--- src/rtl/bus_arbiter.sv ---
// Two-master round-robin arbiter for the memory-mapped peripheral bus.
// Serialises one transaction at a time with a fixed read-return latency.
module bus_arbiter #(
  parameter int ADDR_W       = 64,
  parameter int DATA_W       = 64,
  parameter int READ_LATENCY = 1
) (
  input  logic              clk,
  input  logic              reset,
  input  logic              m0_req,
  input  logic              m0_we,
  input  logic [ADDR_W-1:0] m0_addr,
  input  logic [DATA_W-1:0] m0_wdata,
  output logic              m0_ack,
  output logic [DATA_W-1:0] m0_rdata,
  input  logic              m1_req,
  input  logic              m1_we,
  input  logic [ADDR_W-1:0] m1_addr,
  input  logic [DATA_W-1:0] m1_wdata,
  output logic              m1_ack,
  output logic [DATA_W-1:0] m1_rdata,
  output logic [1:0]        grant,
  output logic [ADDR_W-1:0] bus_address,
  output logic [DATA_W-1:0] bus_write_data,
  output logic              bus_write_enable,
  output logic              bus_read_enable,
  input  logic [DATA_W-1:0] bus_read_data
);

  typedef enum logic [1:0] {
    S_IDLE   = 2'd0,
    S_ACCESS = 2'd1,
    S_WAIT   = 2'd2,
    S_DONE   = 2'd3
  } state_t;

  localparam logic [2:0] LAT = 3'(READ_LATENCY);

  state_t r_state;
  state_t w_state_nx;

  logic              r_last;
  logic              r_sel;
  logic              r_we;
  logic [2:0]        r_cnt;
  logic [1:0]        r_grant;
  logic [ADDR_W-1:0] r_bus_addr;
  logic [DATA_W-1:0] r_bus_wdata;
  logic              r_bus_we;
  logic              r_bus_re;
  logic              r_ack0;
  logic              r_ack1;
  logic [DATA_W-1:0] r_rd0;
  logic [DATA_W-1:0] r_rd1;

  logic              w_last_nx;
  logic              w_sel_nx;
  logic              w_we_nx;
  logic [2:0]        w_cnt_nx;
  logic [1:0]        w_grant_nx;
  logic [ADDR_W-1:0] w_addr_nx;
  logic [DATA_W-1:0] w_wdata_nx;
  logic              w_bwe_nx;
  logic              w_bre_nx;
  logic              w_ack0_nx;
  logic              w_ack1_nx;
  logic [DATA_W-1:0] w_rd0_nx;
  logic [DATA_W-1:0] w_rd1_nx;

  logic w_any;
  logic w_pick;

  assign w_any  = m0_req | m1_req;
  // On a tie the master that did not win last time takes the bus
  assign w_pick = (m0_req & m1_req) ? ~r_last : m1_req;

  always_ff @(posedge clk) begin
    if (!reset) begin
      r_state     <= S_IDLE;
      r_last      <= 1'b1;
      r_sel       <= 1'b0;
      r_we        <= 1'b0;
      r_cnt       <= 3'd0;
      r_grant     <= 2'b00;
      r_bus_addr  <= '0;
      r_bus_wdata <= '0;
      r_bus_we    <= 1'b0;
      r_bus_re    <= 1'b0;
      r_ack0      <= 1'b0;
      r_ack1      <= 1'b0;
      r_rd0       <= '0;
      r_rd1       <= '0;
    end else begin
      r_state     <= w_state_nx;
      r_last      <= w_last_nx;
      r_sel       <= w_sel_nx;
      r_we        <= w_we_nx;
      r_cnt       <= w_cnt_nx;
      r_grant     <= w_grant_nx;
      r_bus_addr  <= w_addr_nx;
      r_bus_wdata <= w_wdata_nx;
      r_bus_we    <= w_bwe_nx;
      r_bus_re    <= w_bre_nx;
      r_ack0      <= w_ack0_nx;
      r_ack1      <= w_ack1_nx;
      r_rd0       <= w_rd0_nx;
      r_rd1       <= w_rd1_nx;
    end
  end

  always_comb begin
    w_state_nx = r_state;
    case (r_state)
      S_IDLE:   if (w_any) w_state_nx = S_ACCESS;
      S_ACCESS: w_state_nx = r_we ? S_DONE : S_WAIT;
      S_WAIT:   if (r_cnt == 3'd1) w_state_nx = S_DONE;
      S_DONE:   w_state_nx = S_IDLE;
      default:  w_state_nx = S_IDLE;
    endcase
  end

  always_comb begin
    w_last_nx  = r_last;
    w_sel_nx   = r_sel;
    w_we_nx    = r_we;
    w_cnt_nx   = r_cnt;
    w_grant_nx = r_grant;
    w_addr_nx  = r_bus_addr;
    w_wdata_nx = r_bus_wdata;
    w_bwe_nx   = 1'b0;
    w_bre_nx   = 1'b0;
    w_ack0_nx  = 1'b0;
    w_ack1_nx  = 1'b0;
    w_rd0_nx   = r_rd0;
    w_rd1_nx   = r_rd1;
    case (r_state)
      S_IDLE: begin
        if (w_any) begin
          w_sel_nx   = w_pick;
          w_last_nx  = w_pick;
          w_we_nx    = w_pick ? m1_we : m0_we;
          w_grant_nx = w_pick ? 2'b10 : 2'b01;
          w_addr_nx  = w_pick ? m1_addr : m0_addr;
          w_wdata_nx = w_pick ? m1_wdata : m0_wdata;
          w_bwe_nx   = w_we_nx;
          w_bre_nx   = ~w_we_nx;
        end
      end
      S_ACCESS: begin
        if (r_we) begin
          w_ack0_nx = ~r_sel;
          w_ack1_nx = r_sel;
        end else begin
          w_cnt_nx = LAT;
        end
      end
      S_WAIT: begin
        w_cnt_nx = r_cnt - 3'd1;
        // Last wait cycle is the one in which the slave data is valid
        if (r_cnt == 3'd1) begin
          w_ack0_nx = ~r_sel;
          w_ack1_nx = r_sel;
          if (r_sel) w_rd1_nx = bus_read_data;
          else       w_rd0_nx = bus_read_data;
        end
      end
      S_DONE: begin
        w_grant_nx = 2'b00;
      end
      default: begin
        w_grant_nx = 2'b00;
      end
    endcase
  end

  assign m0_ack           = r_ack0;
  assign m1_ack           = r_ack1;
  assign m0_rdata         = r_rd0;
  assign m1_rdata         = r_rd1;
  assign grant            = r_grant;
  assign bus_address      = r_bus_addr;
  assign bus_write_data   = r_bus_wdata;
  assign bus_write_enable = r_bus_we;
  assign bus_read_enable  = r_bus_re;

endmodule

--- config.mk ---
export PLATFORM = sky130hd
export DESIGN_NAME = bus_arbiter
export DESIGN_NICKNAME = d
export VERILOG_FILES = /design/src/rtl/bus_arbiter.sv
export SDC_FILE = /design/constraint.sdc
export NUM_CORES = 1
export LEC_CHECK = 0
export BUFFER_PORTS_ARGS = -buffer_cell sky130_fd_sc_hd__buf_2
export CORE_AREA = 2 2 231 233
export CTS_CLUSTER_DIAMETER = 50
export DETAILED_ROUTE_END_ITERATION = 12
export DIE_AREA = 0 0 233 235
export PLACE_DENSITY = 0.4
export SYNTH_ARGS = -nofsm -noshare
export SYNTH_HDL_FRONTEND = slang
export SYNTH_SLANG_ARGS = --single-unit
--- constraint.sdc ---
create_clock -name clk -period 2.2 [get_ports clk]
set_input_delay 0.11 -clock clk [delete_from_list [all_inputs] [get_ports clk]]
set_output_delay 0.11 -clock clk [all_outputs]
set_load 0.005 [all_outputs]
; Word level (Yosys, flattened, before mapping)
; Index checks and enable logic that the tools add are counted.
[word_totals]
register_bits = 270
inputBits = 326
out_inout_bits = 262
wordCells = 56
[op_classes]
add_sub_neg = 1
n_eq_ne = 7
muxes = 19
n_bitwise = 5
reduce_logical = 10
[op_table]
columns = cell, count
row1 = $mux W64, 2
row2 = $reduce_and A3 Y1, 3
row3 = $mux W2, 4
row4 = $pmux W2 S4, 1
row5 = $reduce_and A2 Y1, 4
row6 = $mux W1, 7
row7 = $ne A2 B2 Y1 const B, 3
row8 = $pmux W3 S2, 1
row9 = $eq A2 B2 Y1 const B, 2
row10 = $pmux W1 S2, 2
row11 = $pmux W2 S2, 1
row12 = $reduce_bool A2 Y1, 2
row13 = $eq A3 B1 Y1 const B, 1
row14 = $mux W3, 1
row15 = $not A1 Y1, 3
row16 = $sub A3 B1 Y3 const B, 1
row17 = $eq A2 B1 Y1 const B, 1
row18 = $logic_not A2 Y1, 1
row19 = $and A1 B1 Y1, 1
row20 = $or A1 B1 Y1, 1

; Longest topological paths before layout
; Gate-level depths: netlist of the first run.
[logic_depth]
depth_word = 5
ltp_mapped = 9
depth_no_buf = 5

; Worst setup path before layout of the first run
; Ideal clock, no wire load.
[synth_path]
path_type = register -> register
start = register r_state[0]
end = register r_bus_addr[0], in the netlist bus_address[0]
setup_time_ns = 0.122
t_arrival_ns = 1.671
required_ns = 2.078
setup_slack_ns = 0.407
path_stages_with_launch = 8
period_less_slack_ns = 1.793
cell_sequence = dfxtp_1 > inv_1 > ha_1 > and2_1 > and3b_1 > buf_2 > buf_4 > a221o_1
[synth_via]
elab_chain_cells = 2
[synth_lines]
columns = element, line_no
row1 = "start, declared", 39  ; state_t r_state;
row2 = "start signal, assigned", 94  ; r_state <= w_state_nx;
row3 = $logic_not A2 Y1, 136  ; case (r_state)
row4 = $reduce_and A2 Y1 (no source line), n/a
row5 = "end signal, assigned", 100  ; r_bus_addr <= w_addr_nx;
row6 = "end, declared", 47  ; logic [ADDR_W-1:0] r_bus_addr;
; Every way passes these cells.
; A chain may end at the register's enable or synchronous reset.

; Final worst setup path of the first run
[layout_path]
start = register r_state[0]
end = register r_bus_addr[14], in the netlist bus_address[14]
; The elaborated chain is that of the path after synthesis.

==> out/metrics.yaml, run 1 <==
clock_network:
  clkLatencyLatePin_ps: 550
  cts.sinks: 270
  clock_path_buffers: 3
  ctsResizeCount: 0
  cts.htree.levels: 2
  cts_setup_buffers: 0
  postCtsHoldBufs: 323
  cts_tree: "yes"
  path_clk_slew_ps: 50
  cts_inserted_buffers: 44
  root_buffer: "clkbuf_16"
job:
  drv_cap: 0
synthesis:
  synth_ff_type: "dfxtp_1"
  seq_area_frac_synth: 0.544
  ys_ff_latch: 270
  yosysMostFrequentCell: "dfxtp_1"
  yosys-top-cells-area: "dfxtp_1, a221o_1, and3_1"
  synth_cell_type_count: 35
  synth_top_area_cell: "dfxtp_1"
  async_reset_ff_frac: 0
  synthDominantCellAreaShare: 0.544
  synth.net_count: 1354
  syn_area_um2: 9930
  synth_edf_count: 0
  synth_commonest_cells: "dfxtp_1, o21ai_0, a221o_1, nand3_1, and3_1"
  yosys_warnings: 0
  syn-mean-instance-area_um2: 9.74
  syn_inst: 1020
setup_path:
  cp_max_fo: 44
  worst-setup-path-type: "flip-flop to flip-flop"
  path_cells: "inv_1, ha_1, and2_1, and3b_4, buf_12, a221o_1"
  cp-start-kind: "flip-flop"
  cp_slowest_cell: "dfxtp_1"
  cp.required_ps: 2620
  cpPeakStageDelay_ps: 410
  cp-end-kind: "flip-flop"
  crit_arrival_ps: 2450
grt:
  grt_overflow: 0
  grt_pass1_wl_mm: 69.7
  antenna_found_initial: 3
  first_global_vias: 11771
  grt_max_degree: 171
  grt_usage: 0.163
pwr:
  power_uw: 17100
  p_leak_uw: 0.00893
  ir_worst_vdd_mv: 0.472
  p_per_area_nw_per_um2: 934
detailed_routing:
  drt_iter0_drc: 451
  routedWlPerCell_um: 18.0
  first_pass_iters: 5
  finalWirelength_mm: 47.2
  ant_nets: 0
  viasPerCell: 4.41
  drc_errors: 0
  vias: 11540
placed_design:
  place_area_um2: 13700
  gp_congestion: 0.826
  port_buffers: 587
  hpwl_mm: 32.4
  dp_slack_ps: 228
die:
  die_h_um: 235
  die_x_um: 233
  core_area_um2: 52200
  die-area_um2: 54800
  num_io_pins: 588
  start_util: 0.190
  rows: 84
sta:
  hold_slack_ps: 57.0
  skew_ps: 16.7
  tns_ps: 0
  post-route-period-util: 0.926
  setup_slack_ps: 163
  max-slew-margin-rel: 0.421
  tightest_slew_ps: 869
  finalSetupViolCount: 0
  post-route-min-period_ps: 2040
  rsz0062_at_grt: "false"
  max_freq_mhz: 491
  drv_slew: 0
  final-hold-violation-count: 0
status:
  status: "finished clean"
finish:
  stdcell_area_um2: 18400
  nFillCells: 5356
  fin_nets: 2228
  area.growth.synth_to_final_pct: 84.9
  drive_gt1_frac: 0.358
hold_path:
  worstHoldPathType: "primary input to flip-flop"
## sequential cells by signal, indices dropped and copies added (netlist names), 2 cells and up
register        count
r_state             2
bus_write_data     64
bus_address        64
grant               2
m1_rdata           64
r_cnt               3
m0_rdata           64
## area by class of cell
class | count | area (um2) | area share
inverters | 7 | 26.3 | 0.00143
diodes | 1 | 2.50 | 0.000136
clock buffers | 56 | 1210 | 0.0657
clock inverters | 23 | 216 | 0.0118
multi-input cells | 636 | 4080 | 0.222
repair buffers | 935 | 6570 | 0.358
flip-flops and latches | 270 | 5410 | 0.294
well taps | 688 | 861 | 0.0469
## layout by cell type, fill, tap and decap left out, types with 9 or more instances in the layout
cell,instances
dfxtp_1,270
nand2_1,70
clkbuf_16,45
buf_2,586
dlygate4sd3_1,323
o21ai_0,132
nand3_1,130
buf_12,16
buf_4,9
and3_1,128
clkinv_2,12
a221o_1,130
## power by group
group | total (uW) | switching [uW] | leakage (uW) | internal [uW]
Sequential | 6210 | 463 | 0.00220 | 5740
Clock | 6780 | 2540 | 0.000703 | 4240
Combinational | 4160 | 2070 | 0.00603 | 2090
## stage by stage
stage / utilization / cells
after floorplan: - / 1020
after global placement: 0.262 / 2213
after detailed placement: 0.262 / 2213
after CTS: 0.352 / 2615
after global routing: 0.352 / 2616
final: 0.352 / 2616
## layer usage
metal	track usage	wire length (um)
met5	0	13
met4	0.0718	1760
met3	0.0369	3140
met1	0.190	19100
met2	0.283	23100
## cells by family after synthesis
logic type	Yosys count	share of synthesized area
buf+inv	114	0.0484
simple gates	349	0.187
fa+ha+maj	8	0.0101
compound gates	277	0.208
flops	270	0.544
mux	2	0.00202
## critical path, delay by kind of cell, from the launching register on
family	cells	cell delay [ps]
AOI/OAI and AO/OA	1	390
and+or+nand+nor	2	470
buffers and inverters	2	350
adders and majority gates	1	230
DFF	1	410
## final timing paths
check | cells past startpoint | slack [ps] | endpoint | start
max | 6 | 160 | bus_address[14] | r_state[0]
min | 4 | 60 | grant[1] | m1_req
max reg2reg | 6 | 160 | bus_address[14] | r_state[0]
min reg2reg | 2 | 460 | m1_rdata[33] | m1_rdata[33]
Power figures use the tool's default switching activity.
==> inputs of run 2 (changes only) <==
--- a/config.mk
+++ b/config.mk
@@ -6,11 +6,11 @@
 export NUM_CORES = 1
 export LEC_CHECK = 0
 export BUFFER_PORTS_ARGS = -buffer_cell sky130_fd_sc_hd__buf_2
-export CORE_AREA = 2 2 231 233
+export CORE_AREA = 2 2 230 232
 export CTS_CLUSTER_DIAMETER = 50
 export DETAILED_ROUTE_END_ITERATION = 12
-export DIE_AREA = 0 0 233 235
-export PLACE_DENSITY = 0.4
+export DIE_AREA = 0 0 232 234
+export PLACE_DENSITY = 0.41
 export SYNTH_ARGS = -nofsm -noshare
 export SYNTH_HDL_FRONTEND = slang
 export SYNTH_SLANG_ARGS = --single-unit
==> constraint.sdc (replaced) <==
create_clock -name clk -period 2.4 [get_ports clk]
set_input_delay 0.12 -clock clk [delete_from_list [all_inputs] [get_ports clk]]
set_output_delay 0.12 -clock clk [all_outputs]
set_load 0.005 [all_outputs]
==> run 2 against run 1 <==
  * Die area shrank 0.85%
  * Worst hold slack gained 33 ps
  * Clock power shrank 6.3%
  * Highest routed layer is now met4
  * Setup slack lost 20 ps
==> out/metrics.yaml, run 2 (synthesis results as in run 1) <==
setup_path:
  path_cells: "inv_1, ha_1, and2_1, and3b_4, a221o_1, dlygate4sd3_1"
  cp-end-kind: "flip-flop"
  cp_max_fo: 19
  cp.required_ps: 2820
  cpPeakStageDelay_ps: 560
  cp_slowest_cell: "dlygate4sd3_1"
  worst-setup-path-type: "flip-flop to flip-flop"
  crit_family: "buffers and inverters"
  crit_buf_inv: 2
  crit_arrival_ps: 2680
  cp-start-kind: "flip-flop"
clock_network:
  cts.htree.levels: 2
  cts_tree: "yes"
  root_buffer: "clkbuf_16"
  cts.sinks: 270
  cts_setup_buffers: 0
  clock_path_buffers: 3
  clkLatencyLatePin_ps: 550
  cts_inserted_buffers: 43
  path_clk_slew_ps: 50
pwr:
  p_leak_uw: 0.00894
  ir_worst_vdd_mv: 0.462
  p_per_area_nw_per_um2: 864
finish:
  nFillCells: 5411
  multi_input_area_um2: 4080
  finalNonFillerCells: 2613
  final_cell_mix: "buf_2, dlygate4sd3_1, dfxtp_1"
  drive_gt1_frac: 0.357
  seqCellArea_um2: 5410
  area.growth.synth_to_final_pct: 84.6
  final_common_cell: "buf_2"
  fin_nets: 2228
detailed_routing:
  vias: 11396
  finalWirelength_mm: 45.8
  ant_nets: 0
  drc_errors: 0
  viasPerCell: 4.36
  drt_iter0_drc: 554
  first_pass_iters: 4
  routedWlPerCell_um: 17.5
placed_design:
  hpwl_mm: 31.5
  placed_cells: 2214
  port_buffers: 587
  gp_congestion: 0.920
sta:
  final-hold-violation-count: 0
  finalSetupViolCount: 0
  skew_ps: 18.1
  tns_ps: 0
  post-route-period-util: 0.940
  rsz0062_at_grt: "false"
  drv_slew: 0
  max_freq_mhz: 443
  tightest_slew_ps: 973
  post-route-min-period_ps: 2260
  max-slew-margin-rel: 0.351
die:
  die-area_um2: 54300
  die_x_um: 232
  core_area_um2: 52000
  rows: 84
  start_util: 0.191
  num_io_pins: 588
  die_h_um: 234
grt:
  grt_max_degree: 190
  grt_overflow: 0
  antenna_found_initial: 3
  first_global_vias: 11688
  grt_usage: 0.158
  grt_pass1_wl_mm: 67.6
job:
  drv_cap: 0
status:
  status: "finished clean"
hold_path:
  worstHoldPathType: "primary input to flip-flop"
run 2: final cells by class:
class / count / share of cell area
timing repair buffer: 936 / 0.355
sequential: 270 / 0.295
multi-input combinational: 636 / 0.223
clock buffer: 57 / 0.0666
tap: 688 / 0.0470
clock inverter: 17 / 0.0126
inverter: 7 / 0.00143
antenna: 2 / 0.000273
run 2: repair_timing:
action	CTS	global route
hold endpoints to repair	261	0
resized for setup	0	0
endpoints found under the setup margin	0	1
hold buffers	323	0
run 2: worst paths after layout:
path | from | endpoint | slack (ps) | cells after the start
worst max-delay path | r_state[0] | bus_address[17] | 140 | 6
worst min-delay path | m1_req | bus_read_enable | 90 | 3
worst max register to register | r_state[0] | bus_address[17] | 140 | 6
worst min register to register | r_cnt[1] | r_cnt[1] | 460 | 2
run 2: worst min-delay path: stages:
cell and delay, ps:
buf_2 160, o21ai_0 170, nor2b_1 140
run 2: per-layer routing:
| layer | wire (um) | vias up | GRT usage |
|---|---|---|---|
| met5 | 0 | - | 0 |
| met4 | 1280 | 0 | 0.0537 |
| met3 | 3220 | 75 | 0.0407 |
| met2 | 22900 | 397 | 0.281 |
| met1 | 18500 | 5349 | 0.184 |
| li1 | - | 5575 | - |
run 2: power by group:
group,total (uW),switching (uW),internal (uW)
combinational,3810,1880,1930
clock,6350,2250,4100
sequential,5690,421,5270
total,15800,4550,11300
run 2: per-stage QoR:
step	worst slack [ps]	power [uW]	util	instance area (um2)	hold WS [ps]
5_1_grt	9.01	16600	0.352	18300	75.4
3_3_place_gp	377	9040	0.262	13600	343
6_report	143	15800	0.352	18300	90.4
4_1_cts	135	16000	0.352	18300	46.2
3_5_place_dp	315	9060	0.262	13600	347
2_1_floorplan	607	7230	-	9930	258
